## src/rtl/alu_muldiv.sv

```systemverilog
// alu_muldiv: registered ALU with iterative unsigned multiply/divide.
//
// Logic, add/sub and compare ops complete in one cycle. MULLO/MULHI use a
// shift-add multiplier and DIVU/REMU use a restoring divider. Both produce
// one bit per cycle, and the result appears WIDTH+1 cycles after accept.
// Operands and results each use a valid/ready handshake.
//
// Ports:
//   clk, rst_n            rising-edge clock, async active-low reset
//   in_valid / in_ready   operand handshake (in_ready is combinational)
//   Adat, Bdat, ALUoper   operands and opcode
//   out_valid / out_ready result handshake
//   Result                registered result
//   zero, carryout, overflow, div0, illegal
//                         result flags, meaningful only while out_valid
module alu_muldiv #(
    parameter int unsigned WIDTH = 32,
    parameter int unsigned CNT_W = $clog2(WIDTH) + 1
) (
    input  logic             clk,
    input  logic             rst_n,
    input  logic             in_valid,
    output logic             in_ready,
    input  logic [WIDTH-1:0] Adat,
    input  logic [WIDTH-1:0] Bdat,
    input  logic [3:0]       ALUoper,
    output logic             out_valid,
    input  logic             out_ready,
    output logic [WIDTH-1:0] Result,
    output logic             zero,
    output logic             carryout,
    output logic             overflow,
    output logic             div0,
    output logic             illegal
);

    localparam logic [3:0] OpAnd  = 4'd0;
    localparam logic [3:0] OpOr   = 4'd1;
    localparam logic [3:0] OpAdd  = 4'd2;
    localparam logic [3:0] OpXor  = 4'd3;
    localparam logic [3:0] OpNor  = 4'd4;
    localparam logic [3:0] OpSltu = 4'd5;
    localparam logic [3:0] OpSub  = 4'd6;
    localparam logic [3:0] OpSlt  = 4'd7;

    typedef enum logic [1:0] {StIdle, StBusy, StDone} state_e;

    state_e                 state_q, state_d;
    logic [CNT_W-1:0]       cnt_q, cnt_d;
    // Multiply: {partial high, multiplier shifting out}.
    // Divide:   {partial remainder, dividend shifting into quotient}.
    logic [2*WIDTH-1:0]     acc_q, acc_d;
    logic [WIDTH-1:0]       opnd_q, opnd_d;
    logic                   is_div_q, is_div_d;
    logic                   sel_hi_q, sel_hi_d;
    logic [WIDTH-1:0]       result_q, result_d;
    logic                   zero_q, zero_d;
    logic                   carry_q, carry_d;
    logic                   ovf_q, ovf_d;
    logic                   div0_q, div0_d;
    logic                   illegal_q, illegal_d;
    logic                   res_load;

    logic                   accept;
    logic                   is_mul_op, is_div_op;

    assign in_ready  = (state_q == StIdle) | ((state_q == StDone) & out_ready);
    assign accept    = in_valid & in_ready;
    assign out_valid = (state_q == StDone);
    assign is_mul_op = (ALUoper[3:1] == 3'b100);
    assign is_div_op = (ALUoper[3:1] == 3'b101);

    // Single-cycle datapath.
    logic [WIDTH:0]   sum_add, sum_sub;
    logic [WIDTH-1:0] sc_result;
    logic             sc_carry, sc_ovf, sc_illegal;

    assign sum_add = {1'b0, Adat} + {1'b0, Bdat};
    assign sum_sub = {1'b0, Adat} + {1'b0, ~Bdat} + {{WIDTH{1'b0}}, 1'b1};

    always_comb begin
        sc_result  = '0;
        sc_carry   = 1'b0;
        sc_ovf     = 1'b0;
        sc_illegal = 1'b0;
        case (ALUoper)
            OpAnd:  sc_result = Adat & Bdat;
            OpOr:   sc_result = Adat | Bdat;
            OpAdd: begin
                sc_result = sum_add[WIDTH-1:0];
                sc_carry  = sum_add[WIDTH];
                sc_ovf    = (Adat[WIDTH-1] == Bdat[WIDTH-1]) &
                            (sum_add[WIDTH-1] != Adat[WIDTH-1]);
            end
            OpXor:  sc_result = Adat ^ Bdat;
            OpNor:  sc_result = ~(Adat | Bdat);
            OpSltu: sc_result = {{(WIDTH-1){1'b0}}, (Adat < Bdat)};
            OpSub: begin
                sc_result = sum_sub[WIDTH-1:0];
                sc_carry  = sum_sub[WIDTH];
                sc_ovf    = (Adat[WIDTH-1] != Bdat[WIDTH-1]) &
                            (sum_sub[WIDTH-1] != Adat[WIDTH-1]);
            end
            OpSlt:  sc_result = {{(WIDTH-1){1'b0}}, ($signed(Adat) < $signed(Bdat))};
            default: sc_illegal = (ALUoper[3:2] == 2'b11);
        endcase
    end

    // One iteration of the multiply or divide.
    logic [WIDTH:0]       mul_add;
    logic [2*WIDTH-1:0]   mul_next;
    logic [WIDTH:0]       div_tmp, div_diff;
    logic                 div_ok;
    logic [2*WIDTH-1:0]   div_next;
    logic [2*WIDTH-1:0]   step_next;

    assign mul_add  = {1'b0, acc_q[2*WIDTH-1:WIDTH]} +
                      (acc_q[0] ? {1'b0, opnd_q} : {(WIDTH+1){1'b0}});
    assign mul_next = {mul_add, acc_q[WIDTH-1:1]};

    // The partial remainder stays below the divisor, so the shifted value fits in
    // WIDTH+1 bits. The MSB of the difference is set exactly when a borrow occurs.
    assign div_tmp  = {acc_q[2*WIDTH-1:WIDTH], acc_q[WIDTH-1]};
    assign div_diff = div_tmp - {1'b0, opnd_q};
    assign div_ok   = ~div_diff[WIDTH];
    assign div_next = {(div_ok ? div_diff[WIDTH-1:0] : div_tmp[WIDTH-1:0]),
                       acc_q[WIDTH-2:0], div_ok};

    assign step_next = is_div_q ? div_next : mul_next;

    always_comb begin
        state_d   = state_q;
        cnt_d     = cnt_q;
        acc_d     = acc_q;
        opnd_d    = opnd_q;
        is_div_d  = is_div_q;
        sel_hi_d  = sel_hi_q;
        result_d  = result_q;
        carry_d   = carry_q;
        ovf_d     = ovf_q;
        div0_d    = div0_q;
        illegal_d = illegal_q;
        res_load  = 1'b0;

        unique case (state_q)
            StIdle, StDone: begin
                if (accept) begin
                    if (is_mul_op || (is_div_op && (Bdat != '0))) begin
                        acc_d    = {{WIDTH{1'b0}}, (is_div_op ? Adat : Bdat)};
                        opnd_d   = is_div_op ? Bdat : Adat;
                        is_div_d = is_div_op;
                        // MULHI and REMU both take the upper half of the accumulator.
                        sel_hi_d = ALUoper[0];
                        cnt_d    = CNT_W'(WIDTH);
                        state_d  = StBusy;
                    end else if (is_div_op) begin
                        res_load  = 1'b1;
                        result_d  = ALUoper[0] ? Adat : '1;
                        carry_d   = 1'b0;
                        ovf_d     = 1'b0;
                        div0_d    = 1'b1;
                        illegal_d = 1'b0;
                        state_d   = StDone;
                    end else begin
                        res_load  = 1'b1;
                        result_d  = sc_result;
                        carry_d   = sc_carry;
                        ovf_d     = sc_ovf;
                        div0_d    = 1'b0;
                        illegal_d = sc_illegal;
                        state_d   = StDone;
                    end
                end else if ((state_q == StDone) && out_ready) begin
                    state_d = StIdle;
                end
            end
            StBusy: begin
                acc_d = step_next;
                cnt_d = cnt_q - CNT_W'(1);
                if (cnt_q == CNT_W'(1)) begin
                    res_load  = 1'b1;
                    result_d  = sel_hi_q ? step_next[2*WIDTH-1:WIDTH] : step_next[WIDTH-1:0];
                    carry_d   = 1'b0;
                    ovf_d     = 1'b0;
                    div0_d    = 1'b0;
                    illegal_d = 1'b0;
                    state_d   = StDone;
                end
            end
            default: state_d = StIdle;
        endcase

        zero_d = res_load ? (result_d == '0) : zero_q;
    end

    always_ff @(posedge clk or negedge rst_n) begin
        if (!rst_n) begin
            state_q   <= StIdle;
            cnt_q     <= '0;
            acc_q     <= '0;
            opnd_q    <= '0;
            is_div_q  <= 1'b0;
            sel_hi_q  <= 1'b0;
            result_q  <= '0;
            zero_q    <= 1'b0;
            carry_q   <= 1'b0;
            ovf_q     <= 1'b0;
            div0_q    <= 1'b0;
            illegal_q <= 1'b0;
        end else begin
            state_q   <= state_d;
            cnt_q     <= cnt_d;
            acc_q     <= acc_d;
            opnd_q    <= opnd_d;
            is_div_q  <= is_div_d;
            sel_hi_q  <= sel_hi_d;
            result_q  <= result_d;
            zero_q    <= zero_d;
            carry_q   <= carry_d;
            ovf_q     <= ovf_d;
            div0_q    <= div0_d;
            illegal_q <= illegal_d;
        end
    end

    assign Result   = result_q;
    assign zero     = zero_q;
    assign carryout = carry_q;
    assign overflow = ovf_q;
    assign div0     = div0_q;
    assign illegal  = illegal_q;

endmodule

```

## config.mk

```make
export PLATFORM = sky130hd
export DESIGN_NAME = alu_muldiv
export DESIGN_NICKNAME = d
export VERILOG_FILES = /design/src/rtl/alu_muldiv.sv
export SDC_FILE = /design/constraint.sdc
export NUM_CORES = 1
export LEC_CHECK = 0
export ABC_AREA = 1
export BUFFER_PORTS_ARGS = -buffer_cell sky130_fd_sc_hd__buf_2
export CORE_ASPECT_RATIO = 2
export CORE_UTILIZATION = 40
export CTS_CLUSTER_SIZE = 16
export DETAILED_ROUTE_END_ITERATION = 10
export RECOVER_POWER = 50
export SYNTH_ARGS = -nofsm -noshare
export SYNTH_HDL_FRONTEND = slang
export SYNTH_SLANG_ARGS = --single-unit
```

## constraint.sdc

```tcl
create_clock -name clk -period 9 [get_ports clk]
set_input_delay 0.45 -clock clk [delete_from_list [all_inputs] [get_ports clk]]
set_output_delay 0.45 -clock clk [all_outputs]
set_load 0.02 [all_outputs]
```

## After elaboration in Yosys (flattened, before gate mapping)

Cells that the tools add are included.

| cells by class | value |
|---|---|
| add/subtract/negate cells | 6 |
| magnitude comparators | 2 |
| equal/unequal tests | 22 |
| multiplexer cells | 48 |
| bitwise gates (word level) | 11 |
| reductions and logical operators | 14 |

Operators by type and width:

| operator | count |
|---|---|
| 32-bit two-way mux | 10 |
| 32-bit one-hot mux with 8 select lines | 1 |
| 64-bit two-way mux | 3 |
| 64-bit one-hot mux with 2 select lines | 1 |
| 32-bit by 32-bit adder with 33-bit output | 3 |
| 32-bit less-than comparator | 2 |
| 32-bit NOT | 2 |
| 32-bit one-hot mux with 2 select lines | 1 |
| 33-bit by 1-bit adder with 33-bit output (second input constant) | 1 |
| 33-bit by 32-bit subtractor with 33-bit output | 1 |
| 32-bit AND | 1 |
| 32-bit logical NOT | 1 |
| 32-bit OR | 1 |
| 32-bit nonzero test | 1 |
| 32-bit XOR | 1 |
| 1-bit two-way mux | 17 |
| 4-bit by 3-bit == test with 1-bit output (second input constant) | 4 |
| 1-bit one-hot mux with 2 select lines | 7 |
| 6-bit two-way mux | 2 |
| 6-bit one-hot mux with 2 select lines | 1 |
| 4-bit by 2-bit == test with 1-bit output (second input constant) | 2 |
| 2-bit two-way mux | 4 |
| 2-bit inequality test (second input constant) | 4 |
| 8-bit OR reduction | 1 |
| 22 further kinds | 31 |

| word-level totals | value |
|---|---|
| flip-flop bits (word level) | 143 |
| input bits | 72 |
| output and inout bits | 39 |
| logic and storage cells | 115 |

## Depth between registers and ports, before layout

| logic depth | value |
|---|---|
| depth after elaboration | 10 |
| depth in mapped cells | 29 |
| depth with buffers taken out | 28 |

## Worst setup path before layout

No wires, ideal clock.

| path | value |
|---|---|
| path kind | register -> register |
| from | reg acc_q[0] |
| to | reg zero_q (netlist: zero) |
| setup time | 0.066 ns |
| arrival time | 2.880 ns |
| required time | 8.934 ns |
| setup slack | 6.054 ns |
| stages on the path, launching flop included | 25 |
| path buffers | 2 |
| period minus slack after synthesis | 2.946 ns |
| path through | dfrtp_1 > clkbuf_1 > clkbuf_1 > nand2_1 > inv_1 > ha_1 > fa_1 > nand2_1 > a22oi_1 > nand2_1 > nand2_1 > inv_1 > o21bai_1 > nand3_1 > nand3_1 > nand2_1 > o21ai_0 > nand2_1 > nand2_1 > nand2_1 > nor2_1 > nand2_1 > nor2_1 > nand2_1 > nand2_1 |

| on the way | value |
|---|---|
| cells in the longest elaborated chain, start to end | 7 |

Ends and longest elaborated chain:

| what | line | RTL |
|---|---|---|
| start: declaration | 52 | `logic [2*WIDTH-1:0] acc_q, acc_d;` |
| start signal: assignment | 200 | `acc_q <= '0;` |
| start signal: assignment | 213 | `acc_q <= acc_d;` |
| 32-bit two-way mux | 118 | `(acc_q[0] ? {1'b0, opnd_q} : {(WIDTH+1){1'b0}});` |
| 32-bit by 32-bit adder with 33-bit output | 117 | `assign mul_add = {1'b0, acc_q[2*WIDTH-1:WIDTH]} +` |
| 64-bit two-way mux | 129 | `assign step_next = is_div_q ? div_next : mul_next;` |
| 32-bit two-way mux | 182 | `result_d = sel_hi_q ? step_next[2*WIDTH-1:WIDTH] : step_next[WIDTH-1:0];` |
| 32-bit two-way mux | 180 | `if (cnt_q == CNT_W'(1)) begin` |
| 32-bit one-hot mux with 2 select lines | 145 | `unique case (state_q)` |
| named net result_d[25] | 56 | `logic [WIDTH-1:0] result_q, result_d;` |
| 32-bit logical NOT | 193 | `zero_d = res_load ? (result_d == '0) : zero_q;` |
| end signal: assignment | 218 | `zero_q <= zero_d;` |
| end: declaration | 57 | `logic zero_q, zero_d;` |

The timed path passes the listed nets, and every way through them passes these cells.
A chain may end at the register's enable or synchronous reset.

==> flow_results.org <==
** Run status
- The flow ran to the end, but the final reports show violations.
- The final reports fail on capacitance limit, slew limit.

** GRT
- Global routing finished with a remaining overflow of 0.
- Entering global routing, the biggest net connects 90 pins.
- Wire length of the first global-routing pass :: 139,000 um
- The initial antenna violation count was 1.
- In the global route stage, overall resource usage came out at 0.374.
- The via count of the first global-routing pass is 23,355.

** Hold path
- The min-delay analysis places its worst path in the category primary input to flip-flop.

** Place
- Counting tap cells, the placed design contains a total of 4,076 instances.
- After legalization and detailed placement, the total HPWL measured about 76,000 um.
- Count of port buffers added during placement :: 110
- At the placement stage, the worst setup path has a slack of just under 5000 ps.
- Final estimated routing congestion in global placement :: 1.04

** Routing
- For this run, the detailed router's first-pass iteration total came to 8.
- The final layout contains routed wiring with a total length of ~94,000 um.
- Via count :: 23,312
- For this block, the initial DRC count from the detailed router was 1,633.
- For this run, design rule violations remaining after detail routing come to 0.
- Mean routed wirelength per cell :: approximately 23 um
- In the detailed route, the total length drawn on met2 is 48,000 um.
- Wire length on met3 :: 4140 um
- The detail route stage leaves a number of antenna-violating nets equal to 0.
- The detailed router used layers up to and including met5.
- Metal1 wirelength :: 31,300 um
- Using the TritonRoute via totals, the vias-per-cell ratio works out to 5.67.

** STA
- WHS :: 281 ps
- F_max :: 192 MHz
- Counting I/O delays and the setup requirement, the final critical path takes approximately 5200 ps.
- Setup repair after global routing left no endpoint under its margin.
- Clock Skews :: 13.9 ps
- The worst pin sits at a relative slew slack of -2.56.
- Aggregate negative setup slack :: 0 ps
- Setup violations remaining at the end of the flow were counted as 0.
- Of the available clock period, the critical path in the final layout requires 0.580.
- Max Transition Viols Final :: 90
- Worst-case setup margin in the final layout :: 3780 ps
- The number of hold-slack violations in the final timing report is 0.
- At the pin with the least slew margin, the transition time is 5340 ps.

** Setup path
- For the worst setup path, the data arrival time is roughly 4000 ps.
- Number of cells on the worst reg-to-reg path :: 23
- STA classifies the critical path startpoint as a primary input.
- In this run the worst setup path terminates at sel_hi_q.
- In this design, the stage delay of the slowest critical-path cell is 3640 ps.
- Cell type of the slowest stage on the worst timing path :: sky130_fd_sc_hd__clkbuf_1
- Nature of the critical path endpoint :: async pin
- Top cell family by delay on the critical path :: buffers and inverters
- Data required, critical path :: 7900 ps
- The signal on the critical path passes through clkbuf_1.
- The worst register-to-register path begins at acc_q[0].
- Setup slack on the worst reg-to-reg path comes out at 4840 ps.
- End of the worst register-to-register path :: zero
- In this run the worst setup path begins at rst_n.
- In this run the number of cells on the critical path is 1.
- Of all nets on the critical path, the largest fanout is 89.
- Together, buffers and inverters on the worst path number 1.
- Critical Setup Path Class :: primary input to async pin

** Yosys
- The Yosys step of the flow raised 0 warnings.
- Post-synth top area share :: 0.198
- A synthesized cell averages 5.72 um2.
- Flip-flop cell with the highest count after synthesis :: sky130_fd_sc_hd__dfrtp_1
- In this run, distinct cell masters in the synthesized netlist total between 50 and 60.
- For this run, asynchronously set or reset flops after synthesis account for 1.00.
- Counting flops and latches in the post-synthesis netlist gives 143.
- The share of the Yosys chip area taken by registers is 0.182.
- By area the synthesized netlist is led by sky130_fd_sc_hd__nand2_1 20%, sky130_fd_sc_hd__dfrtp_1 18%, sky130_fd_sc_hd__inv_1 11%, sky130_fd_sc_hd__ha_1 11%, sky130_fd_sc_hd__nor2_1 6.7%.
- In this run, synthesis inferred 0 flip-flops with an integrated enable.
- Counting every net in the synthesized netlist gives 3,675.
- Synth area leader :: sky130_fd_sc_hd__nand2_1
- Netlist area before placement :: 0.0197 mm2
- Number of instances in the synthesized netlist :: 3,434

** Cells and area
- Once layout is complete, the utilization of the core stands at 0.440.
- In the final layout, the share of cells above drive strength 1 is 0.0559.
- Leaving out fill and tap cells, the most frequent cell in the layout is sky130_fd_sc_hd__nand2_1.
- The number of antenna diodes in the final layout is 0.
- At the end of the flow, the number of nets in the layout was 3,706.
- Filler-free cell count of the finished design :: 4,108
- Leaving out fill and tap cells, the most frequent cells in the layout are 1,036 x sky130_fd_sc_hd__nand2_1, 557 x sky130_fd_sc_hd__inv_1, 347 x sky130_fd_sc_hd__nor2_1, 241 x sky130_fd_sc_hd__nand3_1, 217 x sky130_fd_sc_hd__o21ai_0.
- Area grow syn2layout :: 8.31%

** Clock tree
- Clk_lat worst skew :: 500 ps
- The tree is rooted in a sky130_fd_sc_hd__clkbuf_16.
- Clock sink count :: around 140
- Post-CTS repair changed the size of 0 cells.
- H-tree depth :: 4
- Counting along the longest clock path gives a buffer depth of 3.
- After clock tree synthesis, the setup repair step added 0 buffers.
- Clock-pin slew was measured on the worst setup and hold paths at 60 ps.
- Clock buffer count from CTS :: 25
- For this design, the CTS-stage hold fixing added 0 buffers.
- TritonCTS built the clock tree.

** Floorplan
- Count of pins on the block boundary :: 111
- Starting Density :: 0.407
- Area of the core :: 0.0484 mm2
- Die area :: 0.0501 mm2
- The initialized floorplan defines 114 standard-cell rows.
- The die is about 160 um wide.
- Die H :: 316 um

** Pwr
- In this run the power density over the cells is 297 mW/mm2.
- Largest voltage drop on the vdd net :: 0.127 mV
- In this run the static leakage power is 11.2 nW.

** Run
- Max cap viols :: 1
-- through the flow --
step,total power (W),cell area (um2)
after floorplan,0.00408,19700
after global placement,0.00540,20600
after detailed placement,0.00540,20600
after CTS,0.00626,21300
after global routing,0.00682,21300
final,0.00632,21300
-- metal layers --
layer,track usage,vias up
met5,0,-
met4,0.383,2
met3,0.0359,404
met2,0.691,1010
met1,0.353,10769
li1,-,11127
-- kinds of logic (layout without fill, tap and decap cells) --
kind of cell	Yosys count	after routing	synth area share
AOI/OAI and AO/OA	617	617	0.182
xor gates and xnor gates	22	22	0.00980
and+or+nand+nor	1788	1788	0.380
buffers and inverters	695	731	0.137
adders and majority gates	169	169	0.109
DFF	143	143	0.182
-- state kept, by name (all words and copies together), names as in the netlist --
register  count
illegal       1
carryout      1
acc_q        64
sel_hi_q      1
Result       32
div0          1
opnd_q       32
zero          1
is_div_q      1
cnt_q         6
overflow      1
state_q       2
-- how the worst min path moves through the flow --
| stage | from | endpoint | slack (ps) | depth (start not counted) |
|---|---|---|---|---|
| global route | ALUoper[3] | illegal | 290 | 3 |
| finish | ALUoper[3] | illegal | 280 | 3 |
| floorplan | rst_n | Result[0] | 150 | 0 |
| global placement | cnt_q[5] | cnt_q[5] | 470 | 2 |
| detailed placement | cnt_q[5] | cnt_q[5] | 480 | 2 |
| CTS | rst_n | Result[7] | 80 | 1 |
-- cells in the mapped netlist, drive strengths merged, types with 3 or more instances --
cell	count
and2	4
a22oi	10
nor3	32
o22ai	31
o2111ai	3
dfrtp	143
a21o	9
clkbuf	88
xnor2	15
nor2	353
nand3b	9
nand4	63
nand3	252
o21ai	224
o211ai	41
ha	165
o21bai	20
nand2	1054
a21boi	4
a211oi	7
inv	566
buf	39
a21oi	216
o21a	3
nor4	7
fa	4
a221oi	19
o221ai	24
xor2	7
or2	13
-- final cells by class --
type                            instances  area, um2
Clock buffer                           31        688
Clock inverter                          1       7.51
Fill cell                            5472      27100
Inverter                              568       2130
Multi-Input combinational cell       2596      13400
Sequential cell                       143       3580
Tap cell                              638        798
Timing Repair Buffer                  131        668
-- where the power goes --
part           internal, W  leakage, nW  switching, W
Sequential        0.000917         1.80      0.000272
Clock             0.000528        0.339      0.000311
Combinational      0.00126         9.11       0.00304
Total              0.00270         11.2       0.00362
(Power assumes the default switching activity.)
